==> config.mk <==
export PLATFORM = sky130hd
export DESIGN_NAME = fetch_decode_queue
export DESIGN_NICKNAME = d
export VERILOG_FILES = /design/src/rtl/fetch_decode_queue_pkg.sv /design/src/rtl/fetch_decode_queue_lane_shift.sv /design/src/rtl/fetch_decode_queue.sv
export SDC_FILE = /design/constraint.sdc
export NUM_CORES = 1
export LEC_CHECK = 0
export BUFFER_PORTS_ARGS = -buffer_cell sky130_fd_sc_hd__buf_2
export CORE_AREA = 2 2 259 261
export CTS_CLUSTER_DIAMETER = 30
export CTS_CLUSTER_SIZE = 24
export DETAILED_ROUTE_END_ITERATION = 10
export DIE_AREA = 0 0 261 263
export PLACE_DENSITY = 0.87
export SYNTH_ARGS = -nofsm -noshare
export SYNTH_HDL_FRONTEND = slang
export SYNTH_SLANG_ARGS = --single-unit
==> constraint.sdc <==
create_clock -name clk -period 7.43 [get_ports clk]
set_input_delay 0.743 -clock clk [delete_from_list [all_inputs] [get_ports clk]]
set_output_delay 0.743 -clock clk [all_outputs]
set_load 0.02 [all_outputs]
==> src/rtl/fetch_decode_queue_pkg.sv <==
// Shared constants for the fetch/decode queue: NOP encoding, reset PC and the fill-PC helper.
package fetch_decode_queue_pkg;

  localparam logic [31:0] INST_NOP = 32'h0340_0000;
  localparam logic [31:0] PC_RESET = 32'h1c00_0000;

  // PC shown in an empty lane, counting up from the reset vector.
  function automatic logic [31:0] fill_pc(input int unsigned lane);
    return PC_RESET + 32'(lane * 4);
  endfunction

endpackage

==> src/rtl/fetch_decode_queue_lane_shift.sv <==
// Combinational down-shift of a head entry by k lanes; vacated upper lanes get NOP/0.
module fdq_lane_shift
  import fetch_decode_queue_pkg::*;
#(
  parameter int unsigned LANES = 2
) (
  input  logic [LANES*32-1:0]         i_inst,
  input  logic [LANES*32-1:0]         i_pc,
  input  logic [LANES-1:0]            i_mask,
  input  logic [LANES-1:0]            i_taken,
  input  logic [$clog2(LANES+1)-1:0]  i_k,
  output logic [LANES*32-1:0]         o_inst,
  output logic [LANES*32-1:0]         o_pc,
  output logic [LANES-1:0]            o_mask,
  output logic [LANES-1:0]            o_taken
);

  always_comb begin
    o_inst  = '0;
    o_pc    = '0;
    o_taken = '0;
    o_mask  = i_mask >> i_k;
    for (int unsigned i = 0; i < LANES; i++) begin
      if (i + 32'(i_k) < LANES) begin
        o_inst[32*i +: 32] = i_inst[32*(i + 32'(i_k)) +: 32];
        o_pc[32*i +: 32]   = i_pc[32*(i + 32'(i_k)) +: 32];
        o_taken[i]         = i_taken[i + 32'(i_k)];
      end else begin
        o_inst[32*i +: 32] = INST_NOP;
        o_pc[32*i +: 32]   = '0;
        o_taken[i]         = 1'b0;
      end
    end
  end

endmodule

==> src/rtl/fetch_decode_queue.sv <==
// Elastic packet buffer between fetch and decode; decode retires 0..LANES lanes per cycle.
module fetch_decode_queue
  import fetch_decode_queue_pkg::*;
#(
  parameter int unsigned LANES = 2,
  parameter int unsigned DEPTH = 4,
  parameter int unsigned EXCW  = 7
) (
  input  logic                         clk,
  input  logic                         rst,
  input  logic                         flush,
  input  logic                         in_valid,
  output logic                         in_ready,
  input  logic [LANES*32-1:0]          in_inst,
  input  logic [LANES*32-1:0]          in_pc,
  input  logic [LANES-1:0]             in_lane_mask,
  input  logic [LANES-1:0]             in_pred_taken,
  input  logic [31:0]                  in_pred_target,
  input  logic [EXCW-1:0]              in_excp,
  input  logic [31:0]                  in_badv,
  output logic                         out_valid,
  output logic [LANES*32-1:0]          out_inst,
  output logic [LANES*32-1:0]          out_pc,
  output logic [LANES-1:0]             out_lane_mask,
  output logic [LANES-1:0]             out_pred_taken,
  output logic [31:0]                  out_pred_target,
  output logic [EXCW-1:0]              out_excp,
  output logic [31:0]                  out_badv,
  input  logic [$clog2(LANES+1)-1:0]   out_consume,
  output logic [$clog2(DEPTH+1)-1:0]   occupancy
);

  localparam int unsigned CW = $clog2(LANES+1);
  localparam int unsigned PW = $clog2(DEPTH);
  localparam int unsigned OW = $clog2(DEPTH+1);

  logic [LANES*32-1:0] r_inst   [DEPTH];
  logic [LANES*32-1:0] r_pc     [DEPTH];
  logic [LANES-1:0]    r_mask   [DEPTH];
  logic [LANES-1:0]    r_taken  [DEPTH];
  logic [31:0]         r_target [DEPTH];
  logic [EXCW-1:0]     r_excp   [DEPTH];
  logic [31:0]         r_badv   [DEPTH];

  logic [PW-1:0] r_rd_ptr;
  logic [PW-1:0] r_wr_ptr;
  logic [OW-1:0] r_occ;

  logic [LANES*32-1:0] w_sh_inst;
  logic [LANES*32-1:0] w_sh_pc;
  logic [LANES-1:0]    w_sh_mask;
  logic [LANES-1:0]    w_sh_taken;
  logic [CW-1:0]       w_cnt;
  logic [CW-1:0]       w_k;
  logic                w_valid;
  logic                w_wr;
  logic                w_pop;
  logic                w_shift;

  assign w_valid   = (r_occ != '0);
  assign in_ready  = (r_occ < OW'(DEPTH));
  assign occupancy = r_occ;
  assign out_valid = w_valid;
  assign w_wr      = in_valid && in_ready && !flush;

  always_comb begin
    w_cnt = '0;
    for (int unsigned i = 0; i < LANES; i++) begin
      w_cnt = w_cnt + CW'(r_mask[r_rd_ptr][i]);
    end
  end

  // An excepting head leaves as a whole once any lane is retired; a maskless bubble on any consume.
  assign w_k     = (out_consume < w_cnt) ? out_consume : w_cnt;
  assign w_pop   = w_valid && (out_consume != '0) &&
                   ((w_k == w_cnt) || (r_excp[r_rd_ptr] != '0));
  assign w_shift = w_valid && (out_consume != '0) && !w_pop;

  fdq_lane_shift #(.LANES(LANES)) u_shift (
    .i_inst  (r_inst[r_rd_ptr]),
    .i_pc    (r_pc[r_rd_ptr]),
    .i_mask  (r_mask[r_rd_ptr]),
    .i_taken (r_taken[r_rd_ptr]),
    .i_k     (w_k),
    .o_inst  (w_sh_inst),
    .o_pc    (w_sh_pc),
    .o_mask  (w_sh_mask),
    .o_taken (w_sh_taken)
  );

  always_comb begin
    for (int unsigned i = 0; i < LANES; i++) begin
      out_inst[32*i +: 32] = INST_NOP;
      out_pc[32*i +: 32]   = fill_pc(i);
    end
    out_lane_mask   = '0;
    out_pred_taken  = '0;
    out_pred_target = fill_pc(LANES);
    out_excp        = '0;
    out_badv        = PC_RESET;
    if (w_valid) begin
      out_inst        = r_inst[r_rd_ptr];
      out_pc          = r_pc[r_rd_ptr];
      out_lane_mask   = r_mask[r_rd_ptr];
      out_pred_taken  = r_taken[r_rd_ptr];
      out_pred_target = r_target[r_rd_ptr];
      out_excp        = r_excp[r_rd_ptr];
      out_badv        = r_badv[r_rd_ptr];
    end
  end

  always_ff @(posedge clk) begin
    if (rst) begin
      r_rd_ptr <= '0;
      r_wr_ptr <= '0;
      r_occ    <= '0;
    end else if (flush) begin
      r_rd_ptr <= '0;
      r_wr_ptr <= '0;
      r_occ    <= '0;
    end else begin
      if (w_wr)  r_wr_ptr <= r_wr_ptr + PW'(1);
      if (w_pop) r_rd_ptr <= r_rd_ptr + PW'(1);
      r_occ <= r_occ + OW'(w_wr) - OW'(w_pop);
    end
  end

  // A partial retire only happens with occupancy>0 and a write only below DEPTH, so the
  // head write-back and the tail write never target the same entry.
  always_ff @(posedge clk) begin
    if (!rst && !flush) begin
      if (w_wr) begin
        r_inst[r_wr_ptr]   <= in_inst;
        r_pc[r_wr_ptr]     <= in_pc;
        r_mask[r_wr_ptr]   <= in_lane_mask;
        r_taken[r_wr_ptr]  <= in_pred_taken;
        r_target[r_wr_ptr] <= in_pred_target;
        r_excp[r_wr_ptr]   <= in_excp;
        r_badv[r_wr_ptr]   <= in_badv;
      end
      if (w_shift) begin
        r_inst[r_rd_ptr]  <= w_sh_inst;
        r_pc[r_rd_ptr]    <= w_sh_pc;
        r_mask[r_rd_ptr]  <= w_sh_mask;
        r_taken[r_rd_ptr] <= w_sh_taken;
      end
    end
  end

endmodule

-- After elaboration in Yosys (flattened, before gate mapping)
Memory sizes are Yosys's and may differ from the RTL's. A register that Yosys moved wholly into a read port is not among the register bits.
Cells that the tools add are included.
- $lt $le $gt $ge: 6
- eq/ne operators: 1
- multipliers: 0
- div/mod/pow operators: 0
- muxes and demuxes: 38
- $add $sub $neg: 6
- shift-type cells: 5
- reduce and logical (&&, ||, !) cells: 14
- bitwise logic cells: 0
- operators by type and width (operator ; count):
    $mux W32 ; 6
    $mux W64 ; 2
    $shiftx A64 B33 Y32 ; 2
    $shiftx A64 B8 Y32 ; 2
    $lt A32 B2 Y1 const B ; 2
    $mux W2 ; 17
    $mux W1 ; 12
    $mux W7 ; 1
    $reduce_bool A7 Y1 ; 1
    $logic_and A1 B1 Y1 ; 6
    $add A2 B1 Y2 const B ; 2
    $lt A2 B2 Y1 const B ; 2
    $add A1 B2 Y3 const A ; 1
    $add A3 B1 Y3 ; 1
    $logic_not A1 Y1 ; 3
    $lt A3 B3 Y1 const B ; 1
    $reduce_bool A3 Y1 ; 1
    $sub A3 B1 Y3 ; 1
    $add A1 B1 Y2 ; 1
    $eq A2 B2 Y1 ; 1
    $lt A2 B2 Y1 ; 1
    $reduce_bool A2 Y1 ; 1
    $reduce_or A2 Y1 ; 1
    $shr A2 B2 Y2 ; 1
    $logic_or A1 B1 Y1 ; 1
- latch bits: 0
- bits in read-only memories: 0
- input port bits: 209
- memory bits (writable): 812
- logic and storage cells: 80
- memories: 7
- bits in registers: 7
- memories (memory ; depth ; bits a word ; read ports ; clocked after Yosys merged registers in ; wr ports ; RTL line ; source):
    r_inst ; 4 ; 64 ; 1 ; 1 ; 2 ; fetch_decode_queue.sv:37 ; logic [LANES*32-1:0] r_inst [DEPTH];
    r_pc ; 4 ; 64 ; 1 ; 1 ; 2 ; fetch_decode_queue.sv:38 ; logic [LANES*32-1:0] r_pc [DEPTH];
    r_badv ; 4 ; 32 ; 1 ; 1 ; 1 ; fetch_decode_queue.sv:43 ; logic [31:0] r_badv [DEPTH];
    r_target ; 4 ; 32 ; 1 ; 1 ; 1 ; fetch_decode_queue.sv:41 ; logic [31:0] r_target [DEPTH];
    r_excp ; 4 ; 7 ; 1 ; 1 ; 1 ; fetch_decode_queue.sv:42 ; logic [EXCW-1:0] r_excp [DEPTH];
    r_mask ; 4 ; 2 ; 1 ; 1 ; 2 ; fetch_decode_queue.sv:39 ; logic [LANES-1:0] r_mask [DEPTH];
    +1 memories ; n/a ; n/a ; n/a ; n/a ; n/a ; n/a ;

-- Longest topological paths before layout
Gate-level depths: netlist (run 1).
- depth after elaboration: 11
- mapped depth: 18
- mapped depth without buffers: 15

-- Modules after synthesis
Synthesis (run 1) repeated with hierarchy kept, for this count alone.
- cells, all modules: 2175
- area total of the unflattened synthesis: 40151.0 um2
- modules (own cells, without submodules) (module ; area each (um2) ; times used ; cells an instance):
    fetch_decode_queue ; 38672.1 ; 1 ; 1954
    fdq_lane_shift ; 1478.9 ; 1 ; 221

-- Worst setup path after synthesis (run 1)
Ideal clock, no wire load.
- path type: reg-to-reg
- start point: register (tool-made name)
- end point: memory r_inst[2][0] in the netlist's numbering, enable pin
- cell stages (with the launch flop): 14
- setup slack: 0.735 ns
- buffers on the path: 5
- setup time: 0.496 ns
- arrival time: 6.198 ns
- cell sequence: dfxtp_1 > buf_2 > buf_2 > buf_1 > mux4_2 > ha_1 > ha_1 > nor4b_1 > a211oi_1 > nor4b_4 > nand2_1 > buf_2 > buf_4 > nand2_1
- RTL lines (element ; RTL line):
    to (decl) ; fetch_decode_queue.sv:37

==> impl_results.md, run 1 <==
* Overall power at 0.0136 W
* Fin. max-slew vios at 0
* Starting Density at 0.587
* Die Y-Extent at 263 um
* 1st-iter DRT viols at between 2000 and 2500
* Area of the multi-input gates at 13300 um2
* Synthesized area at approximately 39000 um2
* Avg Inst Size Synth at about 18 um2
* Post-synth top flop: edfxtp_1
* Clk pwr share at 0.494
* Hold Vio Cnt, Final at 0
* Hold Path Depth at 1
* Drt total wl at roughly 99000 um
* Antenna violations before repair at 39
* Die Width at 261 um
* Sequential share of the synthesized area at 0.638
* Final setup viols at 0
* CTS buffer count at 150
* Hold_sp: in_badv[23]
* CTS tree: done
* DR WL/cell at 27.6 um
* Crit. End Element: register
* I/O pins at 417
* Sw frac at 0.252
* Most common cell in the netlist: edfxtp_1
* Hpwl dp at 56000 um
* GPL Wtd Cong at 0.779
* Overall Global Routing Usage at 0.288
* Postcts setup bufs at 0
* Area Growth Syn to Fin at 21.2%
* Crit path to: r_inst[3][37]$_DFFE_PP_
* Setup TNS at 0 ns
* Total gr overflow at 0
* Inst Count DP at between 3000 and 4000
* Hold Slack at 0.244 ns
* Startpoint types: register
* Remaining DRCs at 0
* Total die area at 68600 um2
* Power Dens Cells at 291 nW/um2
* RR Endpoint: r_inst[3][37]$_DFFE_PP_
* Fin crit share at 0.748
* Nets at about 2800
* DRT Pass-1 Iters at 5
* Routed vias at roughly 23000
* Area fraction of the dominant cell type after synthesis at 0.633
* Number of synthesized flops with an enable pin at about 800
* Static leakage at 16.5 nW
* Row cnt at 94
* Status: completed
* Reg clk slew, reported paths at 0.05 ns
* Number of port buffers at 416
* WP data arrival at around 6.0 ns
* Peak Freq at about 180 MHz
* Warnings from Yosys at 0
* RSZ-0062 raised after global routing: no
* Post-CTS Resized at 0
* Hold_buf cts at 0
* Core area at 65600 um2
* Reg2Reg Depth at 10
* Final Non-Filler Cells at between 3000 and 4000
* First-pass GRT wire length at ~150000 um
* Max FO, Critical Path at 51
* Distinct cells, synth at 33
* FF+latch area at 24600 um2
* Number of synthesized register bits at between 800 and 900
* Crit Path Class: register to register
* Part of the power in registers at 0.382
* Worst-Skew Late Latency at 0.72 ns
* Worst hold path class: primary input to register
* Fin Clk Skew at between 0.04 and 0.05 ns
* Ys async rst share at 0
* Most frequent cells after synthesis: edfxtp_1, mux2_1, mux2_2, and2_1, mux4_2
* Filler Cell Count at 3824
* Pint at 0.0102 W
* Worst Tran Pin Value at about 1.2 ns
* VDD IR max at 0.269 mV
* Max clock buf depth at 3
* MaxCap Viol Count at 0
* Ranking of synthesized cells by area: edfxtp_1, mux4_2, mux2_1
* Syn Inst Count at 2110
* Minimum clock period at 5.56 ns
* Slew HR at 0.219
* Clk root buf: clkbuf_16
* Crit path required time at around 7.9 ns
* H-tree depth at 4
* Net Count, Synth at 2334
* Largest net degree at the start of global routing at roughly 130
* Routed Antenna Nets at 0
* Flop-to-flop setup slack at 1.87 ns
* Comb pwr share at 0.124
* Via density at 6.32
* Switching component of the power at 0.00343 W
* Leading area contributor after synthesis: edfxtp_1
* Number of global-route vias before repair at 23900
* Clk sink count at slightly above 800
* Fraction of layout cells with a size suffix above 1 at 0.440
state kept, by name, indices dropped and copies added, names as in the netlist, named ones only:
name,cells
r_taken,8
r_badv,128
occupancy,3
r_wr_ptr,2
r_excp,28
r_rd_ptr,2
r_pc,256
r_inst,256
r_mask,8
r_target,128
power by group through the flow:
| stage | registers, W | clock network [W] | logic, W |
|---|---|---|---|
| 2_1_floorplan | 0.00527 | 0 | 0.00105 |
| 3_3_place_gp | 0.00527 | 0 | 0.00161 |
| 3_5_place_dp | 0.00528 | 0 | 0.00166 |
| 4_1_cts | 0.00519 | 0.00677 | 0.00169 |
| 5_1_grt | 0.00519 | 0.00698 | 0.00179 |
| 6_report | 0.00519 | 0.00672 | 0.00169 |
logic make-up (layout without fill, tap and decap cells):
group           after synthesis  count (layout)  share of synthesized area
simple gates                308             308                     0.0488
xor+xnor                      4               4                   0.000910
compound gates               71              71                     0.0159
buf+inv                     160             744                     0.0185
fa+ha+maj                    15              15                    0.00507
other cells                   0              32                          0
flops                       821             821                      0.638
mux                         731             731                      0.273
worst min-delay path by stage:
| stage | endpoint |
|---|---|
| finish | r_badv[2][23]$_DFFE_PP_ |
| global route | r_target[3][6]$_DFFE_PP_ |
| CTS | r_target[0][23]$_DFFE_PP_ |
| detailed placement | register |
| global placement | register |
| floorplan | register |
final cells by class:
type	instances	area share
inverters	16	0.00134
clock buffers	170	0.0834
repair buffers	456	0.0537
clock inverters	102	0.0247
multi-input cells	1129	0.285
well taps	864	0.0232
diodes	32	0.00172
flip-flops and latches	821	0.527
cells in the final DEF, fill, tap and decap left out, types with 18 or more instances in the layout:
cell and count:
clkinv_2 21, mux2_2 252, mux2_1 276, a22o_1 63, or2_2 22, mux4_2 203
edfxtp_1 812, diode_2 32, buf_2 416, clkinvlp_4 18, and2_1 247, clkinv_1 22
clkbuf_16 153, buf_4 30
metal layers:
metal,up-vias,track usage,part of all wire
li1,9500,-,-
met1,11700,0.369,0.37
met2,1221,0.463,0.50
met3,230,0.0817,0.093
met4,24,0.123,0.034
met5,-,0,0.0015
per-stage QoR:
step | cell area [um2] | util | worst slack [ns]
finish | 46700 | 0.711 | 1.87
global route | 46600 | 0.711 | 1.58
CTS | 46600 | 0.710 | 1.90
detailed placement | 41500 | 0.633 | 1.89
global placement | 41500 | 0.633 | 1.85
floorplan | 38500 | - | 0.735
worst max-delay path, stage by stage (launching register included):
cell and delay [ns]:
dfxtp_4 0.72, mux4_2 0.64, ha_1 0.26, ha_1 0.30, nor4b_1 0.05, a211oi_1 0.60, nor4b_4 0.19, nand2_4 0.62
buf_4 0.63, buf_4 0.74, mux2_2 0.42
(Power assumes the default switching activity.)
==> run 2: changes to the inputs <==
clock period = 5.17 ns   (was 7.43 ns; I/O delays follow)
==> run 2 against run 1 <==
- via count increased by 1.2%
- largest cell class unchanged
- routed wire length increased by 1.8%
- worst hold slack got worse by 0.18 ns
- cell count increased by 2.4%
- first-iteration DRC count decreased by 8.6%
- critical path type unchanged
- count of clock-buffer cells in the layout decreased by 3
- fmax increased by 34%
- sequential share of layout area decreased by 1.4 points
==> impl_results.md, run 2 (synthesis results as in run 1) <==
* Area Growth Syn to Fin at 24.5%
* First-pass GRT wire length at 151000 um
* Row cnt at 94
* GPL Wtd Cong at 0.754
* Via density at 6.25
* Max FO, Critical Path at between 100 and 150
* CTS tree: done
* Worst hold path class: primary input to register
* WP data arrival at 4.61 ns
* Crit path required time at 5.62 ns
* RSZ-0062 raised after global routing: no
* Commonest non-fill, non-tap cell in the layout: edfxtp_1
* Total die area at 68600 um2
* DRT Pass-1 Iters at 5
* Worst path cell trace: buf_4 > mux4_2 > or4_1 > nor4b_4 > nand2_4 > buf_12 > mux2_1
* Area of the multi-input gates at 13400 um2
* Clk root buf: clkbuf_16
* Worst-Skew Late Latency at roughly 0.73 ns
* Final setup viols at 0
* Crit path largest cell delay at 0.66 ns
* Power Dens Cells at 428 nW/um2
* Drt total wl at 101000 um
* Die Y-Extent at 263 um
* DR WL/cell at 27.4 um
* Number of port buffers at roughly 420
* Minimum clock period at roughly 4.2 ns
* Slew HR at 0.257
* Worst Tran Pin Value at 1.11 ns
* 1st-iter DRT viols at ~2100
* Max clock buf depth at 3
* Fin Clk Skew at 0.0621 ns
* Core area at 65600 um2
* CP max-delay cell: or4_1
* FF+latch area at 24600 um2
* Reg clk slew, reported paths at 0.06 ns
* I/O pins at between 400 and 500
* Crit. End Element: register
* Routed vias at 23000
* Clk sink count at just over 800
* Remaining DRCs at 0
* VDD IR max at ~0.45 mV
* Startpoint types: register
* Peak Freq at 241 MHz
* Fraction of layout cells with a size suffix above 1 at 0.434
* Setup TNS at 0 ns
* Static leakage at around 17 nW
* Leading cell types in the layout, fill and taps excluded: edfxtp_1, buf_2, mux2_1, mux2_2, and2_1
* Routed Antenna Nets at 0
* Status: completed
* Regs by FF count: r_inst (256), r_pc (256)
* Overall Global Routing Usage at 0.294
* Hold Vio Cnt, Final at 0
* Die Width at 261 um
* Crit Path Class: register to register
* Number of global-route vias before repair at around 24000
* Fin crit share at 0.803
* Hpwl dp at 55200 um
* Starting Density at 0.587
* CTS buffer count at 155
* Postcts setup bufs at 0
* Total gr overflow at 0
* Hold_sp: in_pred_target[12]
* Largest net degree at the start of global routing at 133
* Final instance area at 47900 um2
* H-tree depth at 4
* Fin. max-slew vios at 0
* Nets at 2870
* Placed inst area at 41600 um2
* MaxCap Viol Count at 0
* Filler Cell Count at 3804
* Antenna violations before repair at 43
run 2: cell count changes in the layout (fill, tap and decap cells not counted), moves of 2 or more:
| cell | change |
|---|---|
| buf_12 | +5 |
| buf_4 | -8 |
| bufinv_16 | +12 |
| clkbuf_1 | -6 |
| clkbuf_16 | +2 |
| clkinvlp_4 | -3 |
| diode_2 | +4 |
| dlygate4sd3_1 | +70 |
| inv_16 | +4 |
| inv_6 | +5 |
| nand2_4 | -4 |
| nand2_8 | +4 |
run 2: power breakdown:
part           internal (W)  switching (W)
logic              0.000945        0.00152
registers           0.00742      0.0000313
clock network       0.00703        0.00356
total                0.0154        0.00511
run 2: stage by stage:
stage | hold slack (ns) | utilization | std cells | setup slack [ns] | total power (W)
after floorplan | 0.523 | - | 2110 | 0.471 | 0.00908
after global placement | 0.540 | 0.634 | 3283 | 1.09 | 0.00986
after detailed placement | 0.584 | 0.634 | 3283 | 1.03 | 0.00994
after CTS | 0.00962 | 0.729 | 3640 | 0.896 | 0.0206
after global routing | 0.0226 | 0.730 | 3667 | 0.814 | 0.0211
final | 0.0652 | 0.731 | 3676 | 1.02 | 0.0205
run 2: worst max-delay path: cells and delay by family (launching register included):
| kind | cells | cell delay (ns) |
|---|---|---|
| mux | 2 | 1.09 |
| flops | 1 | 0.47 |
| simple gates | 3 | 1.44 |
| buf+inv | 2 | 0.67 |
run 2: repair_timing:
action                                  CTS  global route
hold endpoints to repair                276             0
endpoints found under the setup margin    0             0
resized for setup                         0             0
hold buffers                             70             0
run 2: cell type report:
type                            instances  area share
Timing Repair Buffer                  523      0.0677
Clock buffer                          167      0.0820
Multi-Input combinational cell       1129       0.279
Antenna cell                           36     0.00188
Sequential cell                       821       0.512
Inverter                               16     0.00130
Tap cell                              864      0.0225
Clock inverter                        120      0.0335
run 2: final timing paths:
path                               end  slack, ns  cells after the start
max            r_inst[0][14]$_DFFE_PP_       1.02                      7
min          r_target[0][12]$_DFFE_PP_       0.07                      1
max reg2reg    r_inst[0][14]$_DFFE_PP_       1.02                      7
min reg2reg   r_wr_ptr[0]$_SDFFE_PP0P_       0.59                      2
run 2: per-layer routing:
| metal | part of all wire | vias up | GRT usage |
|---|---|---|---|
| li1 | - | 9655 | - |
| met1 | 0.37 | 11800 | 0.369 |
| met2 | 0.51 | 1236 | 0.478 |
| met3 | 0.086 | 250 | 0.0778 |
| met4 | 0.040 | 22 | 0.141 |
| met5 | 0.0013 | - | 0 |
